===== config.mk =====
export PLATFORM = sky130hd
export DESIGN_NAME = vga_rect_engine_flat
export DESIGN_NICKNAME = d
export VERILOG_FILES = /design/src/rtl/vga_rect_engine_if.sv /design/src/rtl/vga_rect_engine.sv /design/src/flat_wrapper.sv
export SDC_FILE = /design/constraint.sdc
export NUM_CORES = 1
export LEC_CHECK = 0
export CORE_MARGIN = 2
export CORE_UTILIZATION = 55
export CTS_CLUSTER_SIZE = 10
export DETAILED_ROUTE_END_ITERATION = 12
export PLACE_DENSITY_LB_ADDON = 0.25
export SLEW_MARGIN = 0
export SYNTH_ARGS = -nofsm -noshare
export SYNTH_HDL_FRONTEND = slang
export SYNTH_SLANG_ARGS = --single-unit

===== constraint.sdc =====
create_clock -name clk -period 8.3 [get_ports clk]
set_input_delay 2.49 -clock clk [delete_from_list [all_inputs] [get_ports clk]]
set_output_delay 2.49 -clock clk [all_outputs]
set_load 0.02 [all_outputs]

===== src/rtl/vga_rect_engine_if.sv =====
// Command and plot-port bundle for vga_rect_engine.
//   master : command source; drives cmd_*, observes cmd_ready and the plot port
//   slave  : drawing engine; accepts cmd_*, drives cmd_ready, x, y, color, plot, done
interface vga_rect_engine_if #(
   parameter int unsigned X_BITS     = 8,
   parameter int unsigned Y_BITS     = 7,
   parameter int unsigned COLOR_BITS = 3
);
   logic                  cmd_valid;
   logic                  cmd_ready;
   logic [1:0]            cmd_mode;
   logic [X_BITS-1:0]     cmd_x0;
   logic [Y_BITS-1:0]     cmd_y0;
   logic [X_BITS-1:0]     cmd_w;
   logic [Y_BITS-1:0]     cmd_h;
   logic [COLOR_BITS-1:0] cmd_color;
   logic [X_BITS-1:0]     x;
   logic [Y_BITS-1:0]     y;
   logic [COLOR_BITS-1:0] color;
   logic                  plot;
   logic                  done;

   modport master (
      output cmd_valid, cmd_mode, cmd_x0, cmd_y0, cmd_w, cmd_h, cmd_color,
      input  cmd_ready, x, y, color, plot, done
   );

   modport slave (
      input  cmd_valid, cmd_mode, cmd_x0, cmd_y0, cmd_w, cmd_h, cmd_color,
      output cmd_ready, x, y, color, plot, done
   );
endinterface


===== src/rtl/vga_rect_engine.sv =====
// Raster drawing engine feeding the vga_adapter plot port. Accepts one command
// at a time (pixel / filled rect / outline rect / clear), clips it to the
// screen, and scans the region one position per clock in raster order.
//   clk, resetn : clock, asynchronous active-low reset
//   bus (slave) : cmd_valid/cmd_ready handshake + command fields in,
//                 x, y, color, plot, done out (all registered except cmd_ready)
module vga_rect_engine #(
   parameter int unsigned X_BITS     = 8,
   parameter int unsigned Y_BITS     = 7,
   parameter int unsigned COLOR_BITS = 3,
   parameter int unsigned SCREEN_W   = 160,
   parameter int unsigned SCREEN_H   = 120
) (
   input logic              clk,
   input logic              resetn,
   vga_rect_engine_if.slave bus
);
   localparam int unsigned XE = X_BITS + 1;
   localparam int unsigned YE = Y_BITS + 1;
   localparam logic [XE-1:0] SCR_W = XE'(SCREEN_W);
   localparam logic [YE-1:0] SCR_H = YE'(SCREEN_H);

   localparam logic [1:0] MODE_PIXEL   = 2'd0;
   localparam logic [1:0] MODE_OUTLINE = 2'd2;
   localparam logic [1:0] MODE_CLEAR   = 2'd3;

   typedef enum logic [1:0] {S_IDLE, S_DRAW, S_DONE} state_t;

   state_t                state_q, state_d;
   logic [X_BITS-1:0]     x_q, x_d, x_org_q, x_org_d;
   logic [Y_BITS-1:0]     y_q, y_d, y_org_q, y_org_d;
   logic [XE-1:0]         x_end_q, x_end_d, x_last_q, x_last_d;
   logic [YE-1:0]         y_end_q, y_end_d, y_last_q, y_last_d;
   logic [COLOR_BITS-1:0] color_q, color_d;
   logic                  plot_q, plot_d;
   logic                  done_q, done_d;
   logic                  outline_q, outline_d;

   // Effective region of the command currently on the bus (extended widths so sums never wrap)
   logic [XE-1:0] acc_x0, acc_w, acc_xsum;
   logic [YE-1:0] acc_y0, acc_h, acc_ysum;
   logic          acc_empty;

   always_comb begin
      acc_x0 = {1'b0, bus.cmd_x0};
      acc_y0 = {1'b0, bus.cmd_y0};
      acc_w  = {1'b0, bus.cmd_w};
      acc_h  = {1'b0, bus.cmd_h};
      if (bus.cmd_mode == MODE_PIXEL) begin
         acc_w = XE'(1);
         acc_h = YE'(1);
      end else if (bus.cmd_mode == MODE_CLEAR) begin
         acc_x0 = '0;
         acc_y0 = '0;
         acc_w  = SCR_W;
         acc_h  = SCR_H;
      end
      acc_xsum  = acc_x0 + acc_w;
      acc_ysum  = acc_y0 + acc_h;
      acc_empty = (acc_w == '0) || (acc_h == '0) || (acc_x0 >= SCR_W) || (acc_y0 >= SCR_H);
   end

   assign bus.cmd_ready = (state_q == S_IDLE);
   assign bus.x         = x_q;
   assign bus.y         = y_q;
   assign bus.color     = color_q;
   assign bus.plot      = plot_q;
   assign bus.done      = done_q;

   // State and output registers
   always_ff @(posedge clk or negedge resetn) begin
      if (!resetn) begin
         state_q   <= S_IDLE;
         x_q       <= '0;
         y_q       <= '0;
         x_org_q   <= '0;
         y_org_q   <= '0;
         x_end_q   <= '0;
         y_end_q   <= '0;
         x_last_q  <= '0;
         y_last_q  <= '0;
         color_q   <= '0;
         plot_q    <= 1'b0;
         done_q    <= 1'b0;
         outline_q <= 1'b0;
      end else begin
         state_q   <= state_d;
         x_q       <= x_d;
         y_q       <= y_d;
         x_org_q   <= x_org_d;
         y_org_q   <= y_org_d;
         x_end_q   <= x_end_d;
         y_end_q   <= y_end_d;
         x_last_q  <= x_last_d;
         y_last_q  <= y_last_d;
         color_q   <= color_d;
         plot_q    <= plot_d;
         done_q    <= done_d;
         outline_q <= outline_d;
      end
   end

   // Next-state, scan counters and next plot/done values
   always_comb begin
      state_d   = state_q;
      x_d       = x_q;
      y_d       = y_q;
      x_org_d   = x_org_q;
      y_org_d   = y_org_q;
      x_end_d   = x_end_q;
      y_end_d   = y_end_q;
      x_last_d  = x_last_q;
      y_last_d  = y_last_q;
      color_d   = color_q;
      outline_d = outline_q;
      plot_d    = 1'b0;
      done_d    = 1'b0;

      unique case (state_q)
         S_IDLE: begin
            if (bus.cmd_valid) begin
               color_d   = bus.cmd_color;
               outline_d = (bus.cmd_mode == MODE_OUTLINE);
               x_org_d   = acc_x0[X_BITS-1:0];
               y_org_d   = acc_y0[Y_BITS-1:0];
               x_end_d   = (acc_xsum < SCR_W) ? acc_xsum : SCR_W;
               y_end_d   = (acc_ysum < SCR_H) ? acc_ysum : SCR_H;
               // Unclipped far edges; only meaningful for a non-empty region
               x_last_d  = acc_xsum - XE'(1);
               y_last_d  = acc_ysum - YE'(1);
               if (acc_empty) begin
                  state_d = S_DONE;
                  done_d  = 1'b1;
               end else begin
                  state_d = S_DRAW;
                  x_d     = acc_x0[X_BITS-1:0];
                  y_d     = acc_y0[Y_BITS-1:0];
                  // Origin is the top-left corner, on an edge in every mode
                  plot_d  = 1'b1;
               end
            end
         end
         S_DRAW: begin
            if (({1'b0, x_q} + XE'(1)) == x_end_q) begin
               if (({1'b0, y_q} + YE'(1)) == y_end_q) begin
                  state_d = S_DONE;
                  done_d  = 1'b1;
               end else begin
                  x_d = x_org_q;
                  y_d = y_q + Y_BITS'(1);
               end
            end else begin
               x_d = x_q + X_BITS'(1);
            end
            if (state_d == S_DRAW) begin
               plot_d = !outline_q
                        || (x_d == x_org_q) || ({1'b0, x_d} == x_last_q)
                        || (y_d == y_org_q) || ({1'b0, y_d} == y_last_q);
            end
         end
         S_DONE: begin
            state_d = S_IDLE;
         end
         default: begin
            state_d = S_IDLE;
         end
      endcase
   end
endmodule

===== src/flat_wrapper.sv =====
// flat-port wrapper written by rule: the top's interface ports become plain ports
module vga_rect_engine_flat 
#(
   parameter int unsigned X_BITS     = 8,
   parameter int unsigned Y_BITS     = 7,
   parameter int unsigned COLOR_BITS = 3,
   parameter int unsigned SCREEN_W   = 160,
   parameter int unsigned SCREEN_H   = 120
)
  (clk, resetn, bus_cmd_valid, bus_cmd_mode, bus_cmd_x0, bus_cmd_y0, bus_cmd_w, bus_cmd_h, bus_cmd_color, bus_cmd_ready, bus_x, bus_y, bus_color, bus_plot, bus_done);
  vga_rect_engine_if #(.X_BITS(X_BITS), .Y_BITS(Y_BITS), .COLOR_BITS(COLOR_BITS)) bus_i ();
  input logic clk;
  input logic resetn;
  input wire logic [$bits(bus_i.cmd_valid)-1:0] bus_cmd_valid;
  input wire logic [$bits(bus_i.cmd_mode)-1:0] bus_cmd_mode;
  input wire logic [$bits(bus_i.cmd_x0)-1:0] bus_cmd_x0;
  input wire logic [$bits(bus_i.cmd_y0)-1:0] bus_cmd_y0;
  input wire logic [$bits(bus_i.cmd_w)-1:0] bus_cmd_w;
  input wire logic [$bits(bus_i.cmd_h)-1:0] bus_cmd_h;
  input wire logic [$bits(bus_i.cmd_color)-1:0] bus_cmd_color;
  output wire logic [$bits(bus_i.cmd_ready)-1:0] bus_cmd_ready;
  output wire logic [$bits(bus_i.x)-1:0] bus_x;
  output wire logic [$bits(bus_i.y)-1:0] bus_y;
  output wire logic [$bits(bus_i.color)-1:0] bus_color;
  output wire logic [$bits(bus_i.plot)-1:0] bus_plot;
  output wire logic [$bits(bus_i.done)-1:0] bus_done;
  assign bus_i.cmd_valid = bus_cmd_valid;
  assign bus_i.cmd_mode = bus_cmd_mode;
  assign bus_i.cmd_x0 = bus_cmd_x0;
  assign bus_i.cmd_y0 = bus_cmd_y0;
  assign bus_i.cmd_w = bus_cmd_w;
  assign bus_i.cmd_h = bus_cmd_h;
  assign bus_i.cmd_color = bus_cmd_color;
  assign bus_cmd_ready = bus_i.cmd_ready;
  assign bus_x = bus_i.x;
  assign bus_y = bus_i.y;
  assign bus_color = bus_i.color;
  assign bus_plot = bus_i.plot;
  assign bus_done = bus_i.done;
  vga_rect_engine #(.X_BITS(X_BITS), .Y_BITS(Y_BITS), .COLOR_BITS(COLOR_BITS), .SCREEN_W(SCREEN_W), .SCREEN_H(SCREEN_H)) u_core (.clk(clk), .resetn(resetn), .bus(bus_i));
endmodule

==> results.py, run 1 <==
metrics = {
    "placement": {
        "port_buffers": 58,
        "dp_hpwl_mm": 12.2,
        "dp.cells": 825,
        "routabilityCongestion": 0.942,
    },
    "timing": {
        "hold_viol_final": 0,
        "final-max-slew-violation-count": 0,
        "hold_ws_ns": 0.490,
        "rsz0062_at_grt": "no",
        "period_share_pct": 72.9,
        "worst_clock_skew_ns": 0.0105,
        "finalSetupViolations": 0,
        "fmax_mhz": 165,
        "min_period_ns": 6.05,
        "finalSetupTns_ns": 0,
        "relSlewSlack_pct": 26.8,
        "tightest_slew_ns": 1.10,
    },
    "worst_setup_path": {
        "cp-start-kind": "input port",
        "required_ns": 8.61,
        "critPathMaxStageDelay_ns": 0.72,
        "slowest_stage": "clkdlybuf4s50_1",
        "cpMostUsedCell": "a21oi_1",
        "critPathLaunch": "bus_cmd_mode[0]",
        "critical_path_class": "input port to flop",
        "worstReg2RegStart": "u_core.bus.x[0]",
        "path_max_fanout": 17,
        "path_cells": "clkdlybuf4s50_1 > nand2_1 > and2_1 > ha_1 > fa_1 > a21o_1 > a21oi_1 > nor2b_1 > o21a_1 > o21ai_0 > nand2b_1 > a21oi_1 > nand2_1 > a21oi_1 > a22o_1",
        "end_kind": "flop",
        "worstPathArrival_ns": 6.36,
    },
    "floorplanning": {
        "core_um2": 10200,
        "fp.dieH_um": 106,
        "start_util_pct": 56.0,
        "num_io_pins": 59,
        "dieArea_um2": 11200,
        "die_x_um": 106,
        "rows": 37,
    },
    "drt": {
        "drc_errors": 0,
        "drtIter0Drc": 399,
        "vias_per_cell": 6.14,
        "dr.pass1.iters": 7,
        "via_count": 5167,
        "wl_mm": 16.2,
        "avgRoutedWirePerCell_um": 19.2,
        "ant_nets": 0,
    },
    "logic_synthesis": {
        "postSynthCellCount": 672,
        "ys.flop_type": "dfrtp_1",
        "ys_seq_area_share_pct": 31.6,
        "synth_cell_type_count": 78,
        "synth_seq_cells": 72,
        "syn-num-nets": 731,
        "async_reset_ff_share_pct": 100,
        "netlist_area_um2": 5700,
        "yosysWarnings": 0,
        "synth_area_per_cell_um2": 8.48,
        "synth-edff-count": 0,
    },
    "finish": {
        "diodes": 0,
        "fill_cells": 905,
        "final_cells": 841,
        "area_growth_pct": 13.4,
        "drive_gt1_share_pct": 5.96,
        "nets": 759,
    },
    "clocking": {
        "holdBufCountCts": 0,
        "cts.clk_slew.worst_paths_ns": 0.09,
        "cts_root_buf": "clkbuf_8",
        "clock_latency_ns": 0.36,
        "postCtsSetupBuffers": 0,
        "cts_tree": "done",
        "cts-resized-gates": 0,
        "clk_path_buf_depth": 2,
        "numCtsBuffers": 9,
        "cts.sinks": 72,
        "htreeDepth": 3,
    },
    "power_and_ir_drop": {
        "peakVddDrop_uv": 184,
        "p_per_area_nw_per_um2": 363,
        "leakagePower_nw": 2.68,
        "power_w": 0.00235,
    },
    "grt": {
        "antenna_found_initial": 0,
        "grt_pass1_vias": 4977,
        "grt_start_max_net_pins": 73,
        "grtUsageTotal_pct": 30.2,
        "grt_pass1_wl_mm": 26.4,
        "gr-total-overflow": 0,
    },
    "min_path": {
        "hp-start": "u_core.bus.color[2]",
        "hp-class": "flop to flop",
    },
    "run_status": {
        "status": "finished clean",
    },
    "run": {
        "maxCapViolations": 0,
    },
}
## flip-flops by register name (all words and copies together), names as in the netlist
register          flops
u_core.bus.plot       1
u_core.y_end_q        8
u_core.x_last_q       9
u_core.state_q        2
u_core.x_end_q        9
u_core.y_org_q        7
u_core.bus.color      3
u_core.outline_q      1
u_core.bus.done       1
u_core.y_last_q       8
u_core.x_org_q        8
u_core.bus.x          8
u_core.bus.y          7
## worst paths after layout
kind | cells past startpoint | endpoint | slack (ns)
min | 2 | u_core.bus.color[2] | 0.49
max | 15 | u_core.x_end_q[3] | 2.25
min in group asynchronous | 1 | u_core.y_end_q[7] | 2.25
max reg2reg | 11 | u_core.bus.plot | 3.99
min reg2reg | 2 | u_core.bus.color[2] | 0.49
max in group asynchronous | 1 | u_core.x_last_q[3] | 5.44
## critical path, delay by kind of cell
family	cells	cell delay, ns
buffers and inverters	1	0.72
and+or+nand+nor	5	0.94
AOI/OAI and AO/OA	7	1.53
adders and majority gates	2	0.67
## layout by cell type (no fill, tap or decap), types with 5 or more instances in the layout
master	n
clkdlybuf4s50_1	57
nor3_1	17
nor2_1	39
o22ai_1	6
o21bai_1	5
xnor2_1	40
mux2_2	8
o21a_1	6
dfrtp_1	72
o21ai_0	51
nor2b_1	7
a31oi_1	7
nand2b_1	6
xor2_1	36
and2_1	21
or4_1	5
nand3_1	16
a21o_1	7
o211ai_1	6
nand4_1	10
ha_1	19
nand2_1	75
clkbuf_8	10
a22o_1	12
a21oi_1	38
inv_1	31
maj3_1	7
## synth_stat cells, drive strengths merged, types with 3 or more instances
cell type / number / share of area [%]
nand3b: 3 / 0.39
or3: 3 / 0.33
a22o: 12 / 1.8
nand4: 11 / 1.5
a221oi: 4 / 0.61
mux2: 9 / 1.8
a31oi: 7 / 0.77
nand2: 76 / 5.0
nor3b: 4 / 0.53
o22ai: 6 / 0.66
and3: 4 / 0.44
nand3: 16 / 1.4
a21oi: 38 / 3.3
nand2b: 6 / 0.66
or4: 5 / 0.66
a211oi: 5 / 0.75
nor2: 39 / 2.6
xor2: 36 / 5.5
and2: 21 / 2.3
a21o: 7 / 0.92
o211ai: 6 / 0.79
nor4: 5 / 0.66
ha: 19 / 4.2
dfrtp: 72 / 32
o41ai: 3 / 0.46
inv: 31 / 2.0
o21a: 6 / 0.79
o21bai: 5 / 0.66
nor3: 19 / 2.1
nor2b: 7 / 0.77
xnor2: 41 / 6.4
o31ai: 4 / 0.53
maj3: 7 / 1.2
buf: 19 / 2.2
clkbuf: 24 / 1.6
o21ai: 51 / 4.5
## per-layer routing
metal  track usage [%]  part of all wire [%]  vias to the layer above
met2              45.6                    44                      258
met4              9.87                   1.9                        0
met1              43.3                    45                     2420
li1                  -                     -                     2461
met3              6.68                   9.5                       28
met5                 0                     0                        -
## where the power goes
group,internal [W],switching [W]
Sequential,0.000503,0.000274
Combinational,0.000574,0.000695
Clock,0.000151,0.000152
Total,0.00123,0.00112
## area by class of cell
class | instances | area [um^2] | area share, %
Timing Repair Buffer | 60 | 593 | 9.17
Clock inverter | 6 | 75.1 | 1.16
Tap cell | 136 | 170 | 2.63
Clock buffer | 10 | 138 | 2.13
Inverter | 31 | 116 | 1.80
Sequential cell | 72 | 1800 | 27.9
Multi-Input combinational cell | 526 | 3570 | 55.3
## cell families (layout without fill, tap and decap cells)
logic type      Yosys count  in the layout  synth area share, %
compound gates          182            182                 21.3
xor+xnor                 78             78                 12.4
fa+ha+maj                28             28                 6.10
buf+inv                  74            107                 5.77
flops                    72             72                 31.6
mux                      11             11                 2.41
simple gates            227            227                 20.4
## stage by stage
step           setup slack [ns]  area [um^2]  util [%]
2_1_floorplan              2.90         5700         -
3_3_place_gp               2.08         6250      61.4
3_5_place_dp               1.92         6250      61.4
4_1_cts                    2.29         6470      63.5
5_1_grt                    1.91         6470      63.5
6_report                   2.25         6470      63.5
Power figures use the tool's default switching activity.
==> run 2, diff against run 1 <==
CORE_UTILIZATION = 53   (was 55)
clock period = 5.23 ns   (was 8.3 ns; I/O delays follow)
==> run 2 against run 1 <==
Against the previous run: register-to-register slack worse by 3.0 ns; highest routed layer unchanged; cell area up 0.35%; utilization down 0.92 points; sequential cell count unchanged; sequential power up 58%; combinational power up 60%; non-clock buffer count up 6; sequential share of layout area down 0.097 points; power up 57%; clock skew down 0.00069 ns.
==> results.py, run 2 (synthesis results as in run 1) <==
metrics = {
    "run_status": {
        "status": "finished clean",
    },
    "grt": {
        "gr-total-overflow": 0,
        "gr-usage-met3_pct": 6.42,
        "grt_pass1_wl_mm": 26.4,
        "use_met2_pct": 44.1,
        "grt_use_met1_pct": 41.4,
        "grt_start_max_net_pins": 73,
        "grtUsageTotal_pct": 29.3,
        "top_usage_layer": "met2",
        "grt_pass1_vias": 5104,
        "antenna_found_initial": 0,
    },
    "worst_setup_path": {
        "critical_path_class": "input port to flop",
        "reg2reg_slack_ns": 0.97,
        "cp-start-kind": "input port",
        "path_cells": "clkdlybuf4s50_1 > buf_4 > xor2_1 > and2_1 > ha_1 > a21o_1 > a21oi_1 > nor2b_1 > o21a_1 > o21ai_0 > nand2b_1 > a21oi_1 > nand2_1 > a21oi_1 > a22o_1",
        "critPathMaxStageDelay_ns": 0.48,
        "end_kind": "flop",
        "path_max_fanout": 10,
        "worstPathArrival_ns": 5.00,
        "required_ns": 5.54,
        "cpMostUsedCell": "a21oi_1",
        "crit_buf_inv": 2,
        "slowest_stage": "clkdlybuf4s50_1",
        "critical-path-top-delay-family": "compound AO/OA/AOI/OAI gates",
    },
    "floorplanning": {
        "dieArea_um2": 11600,
        "core_um2": 10400,
        "start_util_pct": 55.0,
        "die_x_um": 108,
        "num_io_pins": 59,
        "fp.dieH_um": 108,
        "rows": 37,
    },
    "timing": {
        "fmax_mhz": 213,
        "finalSetupViolations": 0,
        "tightest_slew_ns": 1.07,
        "hold_viol_final": 0,
        "period_share_pct": 89.8,
        "min_period_ns": 4.69,
        "finalSetupTns_ns": 0,
        "final-max-slew-violation-count": 0,
        "worst_clock_skew_ns": 0.00985,
        "relSlewSlack_pct": 28.5,
        "rsz0062_at_grt": "no",
    },
    "power_and_ir_drop": {
        "p_per_area_nw_per_um2": 570,
        "leakagePower_nw": 2.70,
        "peakVddDrop_uv": 243,
    },
    "finish": {
        "area_growth_pct": 13.8,
        "drive_gt1_share_pct": 6.75,
        "fill_cells": 931,
        "layout_commonest_cell": "nand2_1",
        "final_util_pct": 62.6,
        "layout_common_cells": "nand2_1, dfrtp_1, clkdlybuf4s50_1, o21ai_0, xnor2_1",
        "nets": 765,
        "diodes": 0,
        "reg_top3": "u_core.x_end_q (9), u_core.x_last_q (9)",
    },
    "min_path": {
        "hp-class": "flop to flop",
    },
    "drt": {
        "wl_mm": 16.1,
        "dr.pass1.iters": 5,
        "via_count": 5232,
        "drc_errors": 0,
        "ant_nets": 0,
        "avgRoutedWirePerCell_um": 19.0,
        "vias_per_cell": 6.18,
        "drtIter0Drc": 382,
    },
    "clocking": {
        "postCtsSetupBuffers": 0,
        "clock_latency_ns": 0.37,
        "numCtsBuffers": 9,
        "htreeDepth": 3,
        "cts_root_buf": "clkbuf_8",
        "cts_tree": "done",
        "cts.sinks": 72,
        "holdBufCountCts": 0,
        "clk_path_buf_depth": 2,
        "cts-resized-gates": 0,
        "cts.clk_slew.worst_paths_ns": 0.08,
    },
    "placement": {
        "dp_hpwl_mm": 12.1,
        "port_buffers": 58,
        "routabilityCongestion": 0.988,
    },
    "run": {
        "maxCapViolations": 0,
    },
}
==> run 2: cell types whose count changed in the layout (fill, tap and decap cells not counted), sizes merged <==
cell    previous run  this run
buf                3         9
clkbuf            10        11
clkinv             2         3
bufinv             1         0
inv               33        32
==> run 2: path summary, 6_finish.rpt <==
path | startpoint | end | cells after the start
worst max-delay path | bus_cmd_mode[0] | u_core.x_end_q[4] | 15
worst max register to register | u_core.bus.x[0] | u_core.bus.plot | 11
worst min-delay path | u_core.y_last_q[7] | u_core.y_last_q[7] | 2
max in group asynchronous | resetn | u_core.x_end_q[5] | 1
worst min register to register | u_core.y_last_q[7] | u_core.y_last_q[7] | 2
min in group asynchronous | resetn | u_core.y_end_q[7] | 1
==> run 2: area by class of cell <==
cell class	count	area (um^2)	share of cell area [%]
clock inverters	5	38.8	0.598
well taps	136	170	2.62
flip-flops and latches	72	1800	27.8
inverters	31	116	1.79
clock buffers	11	151	2.33
multi-input cells	526	3570	55.1
repair buffers	66	638	9.83
==> run 2: metrics by stage <==
stage | std cells | cell area, um^2 | hold WS, ns | power [W] | setup slack [ns]
final | 847 | 6490 | 0.492 | 0.00370 | 0.535
after global routing | 847 | 6490 | 0.527 | 0.00396 | 0.256
after CTS | 847 | 6490 | 0.495 | 0.00366 | 0.560
after detailed placement | 831 | 6300 | 0.473 | 0.00321 | 0.253
after global placement | 831 | 6300 | 0.463 | 0.00316 | 0.361
after floorplan | 672 | 5700 | 0.449 | 0.00264 | 0.746
==> run 2: report_power, final <==
group	switching, W	internal [W]	leakage, nW
sequential	0.000429	0.000799	0.887
clock	0.000242	0.000201	0.0959
combinational	0.00111	0.000922	1.71
total	0.00178	0.00192	2.70
==> run 2: worst min-delay path: stages (launching register included) <==
cell and delay, ns:
dfrtp_1 0.35, nand2_1 0.05, o21ai_0 0.06
==> run 2: layer usage <==
metal / vias up / wire length (um)
met2: 277 / 7120
met3: 33 / 1530
li1: 2459 / -
met4: 0 / 310
met5: - / 0
met1: 2463 / 7150
==> run 3, diff against run 2 <==
ABC_CLOCK_PERIOD_IN_PS = 5230   (was default)
CAP_MARGIN = 40   (was default)
CORE_MARGIN = default   (was 2)
==> run 3 against run 2 <==
Against the previous run: sequential share of layout area decreased by 0.32 points; global-route usage increased by 0.11 points; maximum frequency decreased by 3.7%; largest cell class unchanged; clock skew increased by 0.0049 ns; highest routed layer unchanged; die area decreased by 3.7%; critical endpoint is now u_core.x_end_q[5]; largest power group unchanged.
==> results.py, run 3 (synthesis results as in run 1) <==
metrics = {
    "run_status": {
        "status": "finished clean",
    },
    "grt": {
        "grtUsageTotal_pct": 29.4,
        "antenna_found_initial": 0,
        "gr-total-overflow": 0,
        "grt_pass1_wl_mm": 25.5,
        "grt_pass1_vias": 4891,
        "grt_start_max_net_pins": 52,
    },
    "clocking": {
        "holdBufCountCts": 0,
        "cts.sinks": 72,
        "htreeDepth": 3,
        "cts.clk_slew.worst_paths_ns": 0.09,
        "cts-resized-gates": 0,
        "clk_path_buf_depth": 2,
        "cts_tree": "done",
        "cts_root_buf": "clkbuf_8",
        "clock_latency_ns": 0.36,
        "numCtsBuffers": 9,
        "postCtsSetupBuffers": 0,
    },
    "drt": {
        "drc_errors": 0,
        "avgRoutedWirePerCell_um": 18.7,
        "dr_wl_met2_mm": 6.89,
        "wl_mm": 15.9,
        "top_layer": "met4",
        "wl_met1_mm": 7.19,
        "dr.pass1.iters": 5,
        "drtIter0Drc": 334,
        "ant_nets": 0,
        "via_count": 5167,
        "vias_per_cell": 6.09,
        "dr_wl_met3_mm": 1.50,
    },
    "timing": {
        "fin_ws_ns": 0.353,
        "worst_clock_skew_ns": 0.0148,
        "finalSetupTns_ns": 0,
        "relSlewSlack_pct": 50.8,
        "hold_viol_final": 0,
        "finalSetupViolations": 0,
        "final-max-slew-violation-count": 0,
        "period_share_pct": 93.3,
        "min_period_ns": 4.88,
        "rsz0062_at_grt": "no",
        "fmax_mhz": 205,
        "tightest_slew_ns": 0.738,
    },
    "finish": {
        "multi_input_area_um2": 3570,
        "layout_commonest_cell": "nand2_1",
        "nets": 767,
        "regArea_um2": 1800,
        "diodes": 0,
        "final_cells": 849,
        "final_util_pct": 63.3,
        "drive_gt1_share_pct": 7.01,
        "fill_cells": 900,
        "area_growth_pct": 15.2,
        "reg_top3": "u_core.x_end_q (9), u_core.x_last_q (9)",
        "layout_common_cells": "nand2_1, dfrtp_1, clkdlybuf4s50_1, o21ai_0, xnor2_1",
    },
    "worst_setup_path": {
        "required_ns": 5.46,
        "critical_path_class": "input port to flop",
        "path_max_fanout": 7,
        "r2r_end": "u_core.bus.plot",
        "reg2reg_slack_ns": 1.08,
        "end_kind": "flop",
        "worstReg2RegStart": "u_core.bus.x[0]",
        "reg2reg_depth": 11,
        "cp-start-kind": "input port",
        "worstPathArrival_ns": 5.10,
    },
    "floorplanning": {
        "die_x_um": 106,
        "fp.dieH_um": 106,
        "core_um2": 10400,
        "rows": 37,
        "start_util_pct": 55.0,
        "num_io_pins": 59,
        "dieArea_um2": 11200,
    },
    "min_path": {
        "min_path_cells": 2,
        "hp-start": "u_core.bus.color[0]",
        "hp-class": "flop to flop",
        "hold-path-endpoint": "u_core.bus.color[0]",
    },
    "placement": {
        "routabilityCongestion": 0.946,
        "dp_hpwl_mm": 12.2,
        "port_buffers": 58,
        "dpl_worst_slack_ns": 0.0449,
        "dp.cells": 833,
    },
    "power_and_ir_drop": {
        "leakagePower_nw": 2.73,
        "power_w": 0.00376,
        "peakVddDrop_uv": 254,
        "p_per_area_nw_per_um2": 573,
    },
    "run": {
        "maxCapViolations": 0,
    },
}
==> run 3: worst max path at each step <==
stage / from / to / slack, ns
after detailed placement: bus_cmd_mode[0] / u_core.x_end_q[5] / 0.04
final: bus_cmd_mode[0] / u_core.x_end_q[5] / 0.35
after global routing: bus_cmd_mode[0] / u_core.x_end_q[5] / 0.08
after CTS: bus_cmd_mode[0] / u_core.x_end_q[5] / 0.42
after floorplan: bus_cmd_mode[1] / u_core.x_end_q[5] / 0.75
after global placement: bus_cmd_mode[0] / u_core.x_end_q[5] / 0.15
==> run 3: power breakdown <==
group / switching, W / leakage [nW] / internal (W)
Combinational: 0.00111 / 1.74 / 0.000931
Clock: 0.000237 / 0.110 / 0.000269
Sequential: 0.000415 / 0.887 / 0.000799
Total: 0.00176 / 2.73 / 0.00200
==> run 3: final cells by class <==
class / count / share of cell area [%]
repair buffers: 68 / 10.4
clock buffers: 9 / 1.89
clock inverters: 7 / 1.45
well taps: 136 / 2.59
multi-input cells: 526 / 54.4
flip-flops and latches: 72 / 27.4
inverters: 31 / 1.77
==> run 3: worst max-delay path, stage by stage <==
cell	delay [ns]
clkdlybuf4s50_1	0.61
nand2_1	0.21
and2_1	0.24
ha_1	0.23
fa_1	0.44
a21o_1	0.18
a21oi_1	0.21
nor2b_1	0.07
o21a_1	0.18
o21ai_0	0.17
nand2b_1	0.08
a21oi_1	0.21
nand2_1	0.11
a21oi_1	0.44
a21oi_1	0.14
==> run 3: routing by layer <==
metal,vias to the layer above,global-route usage [%]
met1,2429,42.7
met3,26,5.57
li1,2466,-
met4,0,9.42
met2,246,44.1
met5,-,0
==> run 3: stage by stage <==
stage,hold slack (ns),cell area (um^2)
final,0.493,6570
after CTS,0.496,6570
after global routing,0.522,6570
after global placement,0.461,6290
after detailed placement,0.475,6350
after floorplan,0.449,5700
